<file path="config.mk">
export PLATFORM = sky130hd
export DESIGN_NAME = alu_ram_sequencer
export DESIGN_NICKNAME = d
export VERILOG_FILES = /design/src/rtl/alu_ram_sequencer.sv
export SDC_FILE = /design/constraint.sdc
export NUM_CORES = 1
export LEC_CHECK = 0
export ABC_AREA = 0
export ABC_CLOCK_PERIOD_IN_PS = 5800
export CAP_MARGIN = 10
export CORE_MARGIN = 8
export CORE_UTILIZATION = 35
export CTS_CLUSTER_SIZE = 20
export DETAILED_ROUTE_END_ITERATION = 16
export GPL_TIMING_DRIVEN = 0
export PLACE_DENSITY = 0.68
export SETUP_SLACK_MARGIN = 0.02
export SYNTH_ARGS = -nofsm -noshare
export SYNTH_HDL_FRONTEND = slang
export SYNTH_SLANG_ARGS = --single-unit
</file>
<file path="constraint.sdc">
create_clock -name clock -period 5.8 [get_ports clock]
set_clock_uncertainty 0.1 [all_clocks]
set_input_delay 0.87 -clock clock [delete_from_list [all_inputs] [get_ports clock]]
set_output_delay 0.87 -clock clock [all_outputs]
set_load 0.03 [all_outputs]
</file>
<file path="src/rtl/alu_ram_sequencer.sv">
// Command sequencer for the register-file/ALU datapath: runs LOAD / EXEC / EXEC_WB
// commands against TOP and returns the result and flags over a valid/ready channel.
module alu_ram_sequencer #(
  parameter int SETTLE_CYCLES = 2,
  parameter int CNT_W         = 16
) (
  input  logic             clock,
  input  logic             reset,
  input  logic             cmd_valid,
  output logic             cmd_ready,
  input  logic [1:0]       cmd_op,
  input  logic [7:0]       cmd_imm,
  input  logic [3:0]       cmd_dst,
  input  logic [3:0]       cmd_src0,
  input  logic [3:0]       cmd_src1,
  input  logic [2:0]       cmd_sel,
  output logic [7:0]       data,
  output logic             write_enable,
  output logic [3:0]       addr_write,
  output logic [3:0]       addr0,
  output logic [3:0]       addr1,
  output logic [2:0]       select,
  input  logic [7:0]       result,
  input  logic             zero_flag,
  input  logic             carry_flag,
  output logic             rsp_valid,
  input  logic             rsp_ready,
  output logic [7:0]       rsp_result,
  output logic             rsp_zero,
  output logic             rsp_carry,
  output logic             rsp_err,
  output logic [CNT_W-1:0] cmd_count
);

  typedef enum logic [2:0] {IDLE, LOAD, EXEC, WB, RESP} state_t;

  // Only the fields needed after the accept cycle are kept; operand
  // addresses and select go straight into their output registers.
  typedef struct packed {
    logic [1:0] op;
    logic [7:0] imm;
    logic [3:0] dst;
  } cmd_t;

  localparam logic [3:0] SETTLE_INIT = 4'(SETTLE_CYCLES - 1);

  state_t     state, nxt;
  cmd_t       cmd_q;
  logic [3:0] settle;
  logic       accept;
  logic       rsp_fire;

  always_comb begin
    nxt      = state;
    accept   = (state == IDLE) && cmd_valid && cmd_ready;
    rsp_fire = (state == RESP) && rsp_ready;
    case (state)
      IDLE: begin
        if (accept) begin
          case (cmd_op)
            2'd0:    nxt = LOAD;
            2'd3:    nxt = RESP;
            default: nxt = EXEC;
          endcase
        end
      end
      LOAD:    nxt = RESP;
      EXEC: begin
        if (settle == 4'd0) nxt = (cmd_q.op == 2'd2) ? WB : RESP;
      end
      WB:      nxt = RESP;
      RESP: begin
        if (rsp_fire) nxt = IDLE;
      end
      default: nxt = IDLE;
    endcase
  end

  always_ff @(posedge clock) begin
    if (reset) begin
      state        <= IDLE;
      cmd_q        <= '0;
      settle       <= '0;
      cmd_ready    <= 1'b0;
      data         <= '0;
      write_enable <= 1'b0;
      addr_write   <= '0;
      addr0        <= '0;
      addr1        <= '0;
      select       <= '0;
      rsp_valid    <= 1'b0;
      rsp_result   <= '0;
      rsp_zero     <= 1'b0;
      rsp_carry    <= 1'b0;
      rsp_err      <= 1'b0;
      cmd_count    <= '0;
    end else begin
      state        <= nxt;
      // Every output is a register, so these track the state being entered.
      cmd_ready    <= (nxt == IDLE);
      write_enable <= (nxt == LOAD) || (nxt == WB);
      rsp_valid    <= (nxt == RESP);

      case (state)
        IDLE: begin
          if (accept) begin
            cmd_q   <= '{op: cmd_op, imm: cmd_imm, dst: cmd_dst};
            rsp_err <= 1'b0;
            case (cmd_op)
              2'd0: begin
                data       <= cmd_imm;
                addr_write <= cmd_dst;
              end
              2'd3: begin
                rsp_err    <= 1'b1;
                rsp_result <= '0;
                rsp_zero   <= 1'b0;
                rsp_carry  <= 1'b0;
              end
              default: begin
                addr0  <= cmd_src0;
                addr1  <= cmd_src1;
                select <= cmd_sel;
                settle <= SETTLE_INIT;
              end
            endcase
          end
        end
        LOAD: begin
          rsp_result <= cmd_q.imm;
          rsp_zero   <= (cmd_q.imm == 8'd0);
          rsp_carry  <= 1'b0;
        end
        EXEC: begin
          if (settle == 4'd0) begin
            rsp_result <= result;
            rsp_zero   <= zero_flag;
            rsp_carry  <= carry_flag;
            // Write-back data is staged here so WB drives it for one cycle.
            if (cmd_q.op == 2'd2) begin
              data       <= result;
              addr_write <= cmd_q.dst;
            end
          end else begin
            settle <= settle - 4'd1;
          end
        end
        RESP: begin
          if (rsp_fire) cmd_count <= cmd_count + 1'b1;
        end
        default: ;
      endcase
    end
  end

endmodule

</file>
# Word level (Yosys, flattened, before mapping)
# Index checks and enable logic that the tools add are counted.
# Widths: inputs -> output; s select.
# op_classes
n_addsub	2
eq_ne	16
mux	31
bitwise	1
n_reduce_logical	19
# op_table
cell	n
$mux 8	7
$mux 4	7
$pmux 8 s3	1
$add 16x1->16 const B	1
$pmux 4 s2	2
$pmux 8 s2	1
$mux 3	4
$pmux 3 s4	1
$ne 2x2->1 const B	5
$eq 3x2->1 const B	3
$logic_not 8->1	1
$reduce_and 4->1	2
$eq 3x1->1 const B	2
$eq 3x3->1 const B	2
$logic_not 3->1	2
$pmux 1 s3	2
$pmux 3 s2	1
$mux 1	5
$reduce_and 5->1	1
$eq 2x2->1 const B	2
$logic_not 4->1	1
$ne 2x1->1 const B	2
$reduce_and 2->1	2
$reduce_or 2->1	2
other kinds (8)	10
# word_totals
register_bits	74
in_bits	39
output_inout_bits	53
wordCells	87

# Logic depth before layout (Yosys ltp)
# Gate-level depths: netlist of the first run.
# logic_depth
ltp_word	7
mapped_depth	7
mapped_depth_nobuf	6

# Least setup slack after synthesis of the first run
# No wires, ideal clock.
# synth_timing
path_type	input -> register
startpoint	in cmd_op[0]
endpoint	reg rsp_zero
setup_time_ns	0.091
arrival_time_ns	2.076
t_required_ns	5.609
path_slack_ns	3.533
cell_stages	6
path_buffers	1
path_cell_list	ha_1 -> a31oi_1 -> a2bb2oi_1 -> clkbuf_1 -> nor2_1 -> a311oi_1
# synth_between
elab_chain_cells	3
# synth_lines
item	line	rtl
from (decl)	11	input logic [1:0] cmd_op,
$eq 2x2->1	109	case (cmd_op)
$ne 2x1->1 (no line)	-	
$reduce_and 4->1 (no line)	-	
to (signal assigned)	131	rsp_zero <= (cmd_q.imm == 8'd0);
to (signal assigned)	137	rsp_zero <= zero_flag;
to (decl)	29	output logic rsp_zero,
# No other way between the ends.
# A chain may end at the register's enable or synchronous reset.

# Worst setup path in the final report of the first run
# Ends and elaborated chain as after synthesis.

==> metrics.csv, run 1 <==
stage;metric;value;unit
run_status;result_of_the_run;complete, no violations;
timing;setup_viol;0;
run;drv.max_cap_violation_count;0;
timing;crit_share_post_route;0.501;
grt;maximum_number_of_pins_on_one_net_before_global_route_repair;14;
yosys;synth.yosys.warnings;0;
floorplan;fp.dieArea;0.0128;sq mm
clock_network;skew_pair_late_insertion_delay;0.34;ns
detailed_routing;routed-via-count;3078;
yosys;synth_common_cells;sky130_fd_sc_hd__dfxtp_1, sky130_fd_sc_hd__nand2_1, sky130_fd_sc_hd__nor2_1, sky130_fd_sc_hd__a21oi_1, sky130_fd_sc_hd__nor3_1;
yosys;synth-seq-area-share;0.447;
detailed_routing;drt_first_iter_violations;151;
yosys;netlist.area_leader.share;0.447;
detailed_routing;drtAntennaViolNets;0;
critical_path;cp-end-kind;flip-flop;
detailed_routing;drtPass1Iterations;4;
floorplan;ios;92;
grt;grt_busiest_layer;met2;
critical_path;rr_worst_depth;6;
clock_network;tritoncts.num_buffers;9;
yosys;ys.flop_type;sky130_fd_sc_hd__dfxtp_1;
grt;grt_pass1_wl;15.9;mm
yosys;netlist_instances;378;
layout;nets;524;
clock_network;htree_num_levels;3;
yosys;syn_area_per_cell;8.76;sq um
placement;place.port_buffers;91;
placement;pre_cts_slack;2.57;ns
layout;n_antenna_cell;0;
clock_network;ctsHoldBuffers;0;
yosys;synth_edf_count;0;
critical_path;critPathSlowestCell;sky130_fd_sc_hd__a2bb2oi_1;
detailed_routing;vias_per_cell;5.16;
clock_network;worst_setup_hold_path_clk_slew;0.08;ns
yosys;synthesis.nets;422;
grt;antenna_violations_before_repair;0;
floorplan;rows;35;
layout;drive_gt1_frac;0.0845;
clock_network;cts_setup_buffers;0;
timing;finalCriticalPeriod;2.91;ns
detailed_routing;drc;0;
yosys;post-synth-top-area-cell;sky130_fd_sc_hd__dfxtp_1;
clock_network;cts.sinks;74;
clock_network;clock_tree_from_tritoncts;yes;
power_and_ir_drop;leakage;0.00154;uW
yosys;syn_std_cell_area;0.00331;sq mm
critical_path;worstSetupPathType;input pin to flip-flop;
yosys;synth.most_common_cell;sky130_fd_sc_hd__dfxtp_1;
hold_path;whs_path_depth;2;
placement;gp_routability_congestion;0.813;
hold_path;min-delay-path-class;flip-flop to flip-flop;
floorplan;floorplan.die.height;113;um
yosys;cell_variety_after_synth;52;
timing;timing.fmax;344;MHz
critical_path;critical_path.cell_chain;clkdlybuf4s50_1 -> ha_1 -> a31oi_1 -> a2bb2oi_1 -> clkbuf_1 -> nor2_1 -> a311oi_1;
critical_path;worst-path-max-fanout;10;
critical_path;critical_path_required_time;5.96;ns
critical_path;cp-start-kind;input pin;
timing;relSlewSlack;0.566;
timing;tightestPinTransition;0.652;ns
timing;hold_ws;0.356;ns
grt;global_route_met1_utilization;0.190;
clock_network;clockBufferDepth;2;
timing;rsz0062_at_grt;false;
power_and_ir_drop;worst_ir_drop_on_vdd;0.0000942;V
yosys;postSynthRegisterBits;74;
critical_path;critical-path-max-stage-delay;0.51;ns
grt;gr-usage-met2;0.255;
detailed_routing;drt-wirelength-per-cell;16.4;um
floorplan;floorplan.die.width;113;um
floorplan;core_region_area;0.00920;sq mm
yosys;synth_area_leaders;sky130_fd_sc_hd__dfxtp_1, sky130_fd_sc_hd__nand2_1, sky130_fd_sc_hd__mux2i_1;
yosys;postSynth.asyncResetShare;0;
detailed_routing;finalWirelength;9.77;mm
timing;report.final.slew_viol_count;0;
timing;hold_viol_final;0;
grt;grt-ovfl-total;0;
layout;flow.area_growth_from_synthesis;37.9;%
clock_network;cts-root-buf;sky130_fd_sc_hd__clkbuf_8;
placement;place.detailed.hpwl;7.29;mm
grt;first_global_vias;3055;
grt;use_met3;0.0399;
power_and_ir_drop;power_density;248;mW/mm^2
clock_network;post_cts_repair_resize_count;0;
timing;fin_setup_tns;0;ns
floorplan;initial_core_utilization;0.360;
grt;grt.total_usage;0.154;
critical_path;worst_ep_arrival_time;3.06;ns
timing;post-route-worst-setup-slack;2.89;ns
-- flip-flops by register name, summed over array words and instances (netlist names) --
name          cells
addr1             4
rsp_carry         1
addr0             4
rsp_valid         1
rsp_result        8
settle            4
rsp_zero          1
addr_write        4
cmd_count        16
state             3
cmd_q            14
cmd_ready         1
rsp_err           1
select            3
data              8
write_enable      1
-- per-stage QoR --
stage,instance area [sq um],total power [uW],instances,util
finish,4570,1130,596,0.496
global route,4570,1180,596,0.496
CTS,4570,1140,596,0.496
detailed placement,4360,729,580,0.474
global placement,4360,726,580,0.474
floorplan,3310,651,378,-
-- power by group --
part | internal [uW] | switching (uW) | leakage, uW
clock | 210 | 204 | 0.0000945
combinational | 79.5 | 98.9 | 0.000845
sequential | 526 | 12.2 | 0.000599
total | 816 | 315 | 0.00154
-- placed cells by master, fill, tap and decap left out, types with 3 or more instances in the layout --
master / instances
sky130_fd_sc_hd__inv_1: 9
sky130_fd_sc_hd__clkdlybuf4s50_1: 91
sky130_fd_sc_hd__xor2_1: 3
sky130_fd_sc_hd__nor2b_1: 3
sky130_fd_sc_hd__nand3_1: 18
sky130_fd_sc_hd__a22oi_1: 8
sky130_fd_sc_hd__mux2i_1: 15
sky130_fd_sc_hd__a21oi_1: 29
sky130_fd_sc_hd__nor2_1: 33
sky130_fd_sc_hd__nor4_1: 6
sky130_fd_sc_hd__buf_2: 5
sky130_fd_sc_hd__clkbuf_8: 12
sky130_fd_sc_hd__nand2_1: 46
sky130_fd_sc_hd__o21ai_0: 12
sky130_fd_sc_hd__dfxtp_1: 74
sky130_fd_sc_hd__a311oi_1: 12
sky130_fd_sc_hd__clkinvlp_4: 3
sky130_fd_sc_hd__or3_1: 10
sky130_fd_sc_hd__clkbuf_1: 16
sky130_fd_sc_hd__buf_4: 3
sky130_fd_sc_hd__nand4_1: 4
sky130_fd_sc_hd__ha_1: 5
sky130_fd_sc_hd__nor3_1: 19
sky130_fd_sc_hd__xnor2_1: 8
-- cell families (layout without fill, tap and decap cells) --
logic type / count (synthesis) / after routing / share of synthesized area
compound gates: 73 / 73 / 0.142
fa+ha+maj: 5 / 5 / 0.0189
xor+xnor: 11 / 11 / 0.0291
mux: 16 / 16 / 0.0487
simple gates: 161 / 161 / 0.255
flops: 74 / 74 / 0.447
buf+inv: 38 / 145 / 0.0589
-- area by class of cell --
class / count / area (sq um)
inverters: 9 / 33.8
clock buffers: 10 / 138
fillers: 912 / 4630
clock inverters: 6 / 66.3
plain buffers: 29 / 161
well taps: 111 / 139
flip-flops and latches: 74 / 1480
multi-input cells: 266 / 1640
repair buffers: 91 / 911
-- path summary, 6_finish.rpt --
| path | start | end | slack, ns |
|---|---|---|---|
| max | cmd_op[0] | rsp_zero | 2.89 |
| min | select[2] | select[2] | 0.36 |
| max reg2reg | settle[0] | rsp_valid | 3.50 |
| min reg2reg | select[2] | select[2] | 0.36 |
-- routing by layer --
metal  wire length, um  up-vias  part of all wire
met3               506        9             0.052
met1              4470     1442              0.46
li1                  -     1549                 -
met4               122        0             0.012
met5                 0        -                 0
met2              4670       78              0.48
-- worst max-delay path, delay by kind of cell --
kind | cells | cell delay [ns]
AO/OA/AOI/OAI | 3 | 1.04
buffers and inverters | 2 | 0.82
adder cells (fa/ha/maj) | 1 | 0.26
AND/OR/NAND/NOR | 1 | 0.07
(Power assumes the default switching activity.)
==> run 2, diff against run 1 <==
Settings changed: ABC_CLOCK_PERIOD_IN_PS 5800 to 2600, PLACE_DENSITY 0.68 to 0.71.
Clock period 5.8 ns to 2.6 ns, I/O delays scaled along.
==> run 2 against run 1 <==
- first-iteration DRC count down 13%
- largest power group unchanged
- final area rose by 0.14%
- sequential cell count unchanged
- hold slack improved by 0.0030 ns
- sequential power is 120% higher
- clock-buffer cell count unchanged
- critical path depth stayed put
- non-clock buffer count did not move
- setup slack got worse by 2.7 ns
- die area unchanged
==> metrics.csv, run 2 (synthesis gave the netlist of run 1 again) <==
stage;metric;value;unit
run_status;result_of_the_run;complete, no violations;
grt;maximum_number_of_pins_on_one_net_before_global_route_repair;15;
grt;antenna_violations_before_repair;0;
layout;regs_by_ff_count;cmd_count x16, cmd_q x14;
power_and_ir_drop;leakage;0.00155;uW
timing;rsz0062_at_grt;false;
detailed_routing;drt_first_iter_violations;132;
layout;layout_commonest_cell;sky130_fd_sc_hd__clkdlybuf4s50_1;
detailed_routing;finalWirelength;9.75;mm
floorplan;rows;35;
timing;finalCriticalPeriod;2.36;ns
clock_network;cts-root-buf;sky130_fd_sc_hd__clkbuf_8;
detailed_routing;drt-wirelength-per-cell;16.4;um
clock_network;worst_setup_hold_path_clk_slew;0.08;ns
clock_network;ctsHoldBuffers;0;
layout;flow.area_growth_from_synthesis;38.0;%
clock_network;tritoncts.num_buffers;9;
floorplan;initial_core_utilization;0.360;
power_and_ir_drop;power_density;557;mW/mm^2
layout;fin_area;0.00457;sq mm
grt;grt-ovfl-total;0;
power_and_ir_drop;worst_ir_drop_on_vdd;0.000196;V
clock_network;cts.sinks;74;
critical_path;worst_r2r_startpoint;settle[0];
critical_path;cp-end-kind;flip-flop;
timing;tightestPinTransition;0.645;ns
clock_network;clock_tree_from_tritoncts;yes;
clock_network;post_cts_repair_resize_count;0;
critical_path;worst_ep_arrival_time;2.53;ns
floorplan;core_region_area;0.00920;sq mm
layout;num-fill-cells;874;
timing;hold_viol_final;0;
detailed_routing;drtPass1Iterations;4;
timing;fin_setup_tns;0;ns
layout;drive_gt1_frac;0.0845;
detailed_routing;vias_per_cell;5.20;
floorplan;floorplan.die.width;113;um
detailed_routing;drc;0;
run;drv.max_cap_violation_count;0;
clock_network;skew_pair_late_insertion_delay;0.35;ns
grt;grt.total_usage;0.149;
layout;regMostFlops;cmd_count;
layout;n_antenna_cell;0;
timing;hold_ws;0.359;ns
critical_path;crit_start;cmd_op[0];
layout;sequential_cell_area;0.00148;sq mm
grt;first_global_vias;3005;
detailed_routing;routed-via-count;3097;
placement;gp_routability_congestion;0.806;
critical_path;critical_path_required_time;2.76;ns
hold_path;hold_start;addr1[3];
clock_network;clockBufferDepth;2;
critical_path;worst-path-max-fanout;10;
hold_path;min-delay-path-class;flip-flop to flip-flop;
floorplan;fp.dieArea;0.0128;sq mm
clock_network;cts_setup_buffers;0;
layout;largest_register_ff_count;16;
timing;report.final.slew_viol_count;0;
timing;timing.fmax;423;MHz
grt;grt_pass1_wl;15.3;mm
timing;setup_viol;0;
floorplan;floorplan.die.height;113;um
placement;place.detailed.hpwl;7.26;mm
critical_path;worstSetupPathType;input pin to flip-flop;
placement;detailed_place.area;0.00436;sq mm
layout;layout_common_cells;sky130_fd_sc_hd__clkdlybuf4s50_1, sky130_fd_sc_hd__dfxtp_1, sky130_fd_sc_hd__nand2_1, sky130_fd_sc_hd__nor2_1, sky130_fd_sc_hd__a21oi_1;
critical_path;cp-start-kind;input pin;
placement;place.port_buffers;91;
timing;crit_share_post_route;0.909;
detailed_routing;drtAntennaViolNets;0;
critical_path;ff2ff_setup_slack;0.30;ns
layout;nets;524;
floorplan;ios;92;
clock_network;htree_num_levels;3;
timing;relSlewSlack;0.570;
layout;multi_input_comb_area;0.00164;sq mm
run 2: through the flow:
stage               cells  worst slack (ns)  power, uW  utilization
global route          596            0.0318       2650        0.497
CTS                   596             0.248       2570        0.497
detailed placement    580            -0.128       1620        0.474
finish                596             0.238       2550        0.497
floorplan             378             0.602       1450            -
global placement      580           -0.0550       1620        0.474
run 2: area by class of cell:
| cell class | instances | area share |
|---|---|---|
| Clock buffer | 10 | 0.0301 |
| Timing Repair Buffer | 91 | 0.199 |
| Tap cell | 111 | 0.0304 |
| Clock inverter | 6 | 0.0159 |
| Multi-Input combinational cell | 266 | 0.358 |
| Sequential cell | 74 | 0.324 |
| Buffer | 29 | 0.0353 |
| Inverter | 9 | 0.00739 |
run 2: power by group:
part | internal, uW | total [uW] | switching (uW)
Sequential | 1170 | 1200 | 28.4
Combinational | 178 | 396 | 219
Clock | 480 | 946 | 466
run 2: worst paths after layout:
check / to / depth (start not counted)
max: rsp_zero / 7
min: addr1[3] / 2
max reg2reg: rsp_valid / 6
min reg2reg: addr1[3] / 2
run 2: critical path: stages:
cell                              delay [ns]
sky130_fd_sc_hd__clkdlybuf4s50_1        0.48
sky130_fd_sc_hd__ha_1                   0.25
sky130_fd_sc_hd__a31oi_1                0.27
sky130_fd_sc_hd__a2bb2oi_1              0.52
sky130_fd_sc_hd__clkbuf_1               0.35
sky130_fd_sc_hd__nor2_1                 0.07
sky130_fd_sc_hd__a311oi_1               0.19
run 2: metal layers:
metal / GRT usage / up-vias / share of wire
li1: - / 1556 / -
met1: 0.172 / 1429 / 0.42
met2: 0.256 / 97 / 0.50
met3: 0.0357 / 15 / 0.068
met4: 0.0710 / 0 / 0.017
met5: 0 / - / 0
==> variant (flow settings as in run 1) <==
The parameter `CNT_W` goes from 16 to 18.
--- a/src/rtl/alu_ram_sequencer.sv
+++ b/src/rtl/alu_ram_sequencer.sv
@@ -3,5 +3,5 @@
 module alu_ram_sequencer #(
   parameter int SETTLE_CYCLES = 2,
-  parameter int CNT_W         = 16
+  parameter int CNT_W         = 18
 ) (
   input  logic             clock,
Interface: changed (resized cmd_count); port bits go from 92 to 94. No check against the original RTL was run, so the function may have changed too.
==> variant against run 1 <==
Routed wire length is 0.94% higher. Worst setup slack better by 320 ps. Power is 7.3% higher. Sequential cell count is 2 higher. Area after synthesis is 2.2% higher. Design area is 3.1% higher. Global-route usage hardly changed. Largest cell class unchanged.
==> variant: results (changes against run 1) <==
CP startpoint cmd_op[0]; CP Max Fanout 10 (unchanged); # diodes 0 (unchanged); top cell types by occurrence after synthesis 86 x nand2_1, 76 x dfxtp_1, 47 x a21oi_1; top post-synthesis cells by area dfxtp_1 45%, nand2_1 9.5%, a21oi_1 7.0%, a311oi_2 4.4%, or3_1 2.6%; number of H-tree levels 3 (unchanged); Nets 551 (+5.2%); met2 WL post-DR 4640 um (-0.62%); XOR/XNOR Fraction of Synth Area 0.0207 (-0.00838); biggest regs cmd_count (18), cmd_q (14); mux cell area share after synthesis 0.00888 (-0.0399); Net Count, Synth 448 (+6.2%); HPWL reported at the end of detailed placement 7330 um (+0.57%); Final setup viols 0 (unchanged); Slowest cell on crit path clkdlybuf4s50_1; Post-Synth Adder-Cell Area 0.0185 (-0.000398); initial antenna violation count 0 (unchanged); WL met3 944 um (+87%); gpl congestion 0.841 (+3.4%); number of global-route vias before repair 3,237 (+6.0%); Area after DPL 0.00447 mm^2 (+2.5%); via count 3,270 (+6.2%); Critical Path Max Stage Delay 440 ps (-70 ps); met1 wire length 4170 um (-6.6%); reg2reg setup slack 3720 ps (+220 ps); total global-route track usage 0.154 (-0.000336); Yosys cell types 45 (-13%); final hold slack 357 ps (+0.780 ps); clk_lat worst skew 360 ps (+20 ps); Internal 0.886 mW (+8.5%); GRT met2 Usage 0.257 (+0.00194); min cycle time layout 2590 ps (-316 ps); Final Non-Filler Cells 645 (+8.2%); Rel. slew slack 0.557 (-0.00842); met1 usage 0.174 (-0.0163); syn_area_per_cell 8.37 um^2 (-4.4%); first-pass GRT wire length 16,000 um (+0.74%); Top Layer Used met4; leakage 1.62 nW (+5.6%); IO buf count 92 (+1.1%); WL/cell 15.3 um (-6.7%); iteration-0 DRC count of the detailed router 122 (-19%); sequential fraction of the synthesis area 0.450 (+0.00241); share of post-route cells with drive strength above 1 0.0859 (+0.00140); placed cells 629 (+8.4%); largest vdd supply drop 0.104 mV (+10%); reg-to-reg critical path endpoint addr_write[2]; DR pass1 iterations 4 (unchanged); outcome completed; compound-gate portion of the synthesized area 0.189 (+0.0469); met3 Use GR 0.0633 (+0.0234); pre-CTS setup slack 2860 ps (+294 ps); Async SR Flop Fraction 0 (unchanged); cell count of the worst reg-to-reg path 7 (+1); most common flop cell mapped by yosys dfxtp_1
[variant: changes by cell type in the layout (fill, tap and decap cells not counted), sizes merged, moves of 4 or more]
cell / delta
nand2: +40
and3: +4
and2: +4
o21ai: +5
a21oi: +18
xnor2: -6
nor2: -17
mux2i: -12
nand3: -4
[variant: critical path, delay by kind of cell]
kind / cells / cell delay [ps]
compound gates: 3 / 800
buf+inv: 2 / 770
fa+ha+maj: 1 / 230
simple gates: 1 / 80
[variant: power by group through the flow]
stage / logic, mW / registers, mW / clock network, mW
after floorplan: 0.0877 / 0.587 / 0
after global placement: 0.183 / 0.567 / 0
after detailed placement: 0.185 / 0.568 / 0
after CTS: 0.186 / 0.556 / 0.481
after global routing: 0.202 / 0.559 / 0.501
final: 0.185 / 0.556 / 0.472
[variant: through the flow]
stage / utilization / total power, mW
after floorplan: - / 0.674
after global placement: 0.466 / 0.750
after detailed placement: 0.466 / 0.753
after CTS: 0.490 / 1.22
after global routing: 0.490 / 1.26
final: 0.490 / 1.21
[variant: cells by family after synthesis]
family | after synthesis
buffers and inverters | 35
XOR/XNOR | 8
AO/OA/AOI/OAI | 95
multiplexers | 3
AND/OR/NAND/NOR | 182
adder cells (fa/ha/maj) | 5
flip-flops | 76
[variant: final cells by class]
class                   count  area (um^2)
clock inverters             5         83.8
fillers                   924         4890
flip-flops and latches     76         1520
multi-input cells         293         1700
plain buffers              27          133
clock buffers              11          151
well taps                 133          166
repair buffers             92          921
inverters                   8         30.0
[variant: how the worst max path moves through the flow]
stage | end
after global routing | addr0[2]
final | rsp_zero
after detailed placement | addr0[0]
after global placement | addr0[1]
after CTS | addr0[0]
after floorplan | rsp_zero
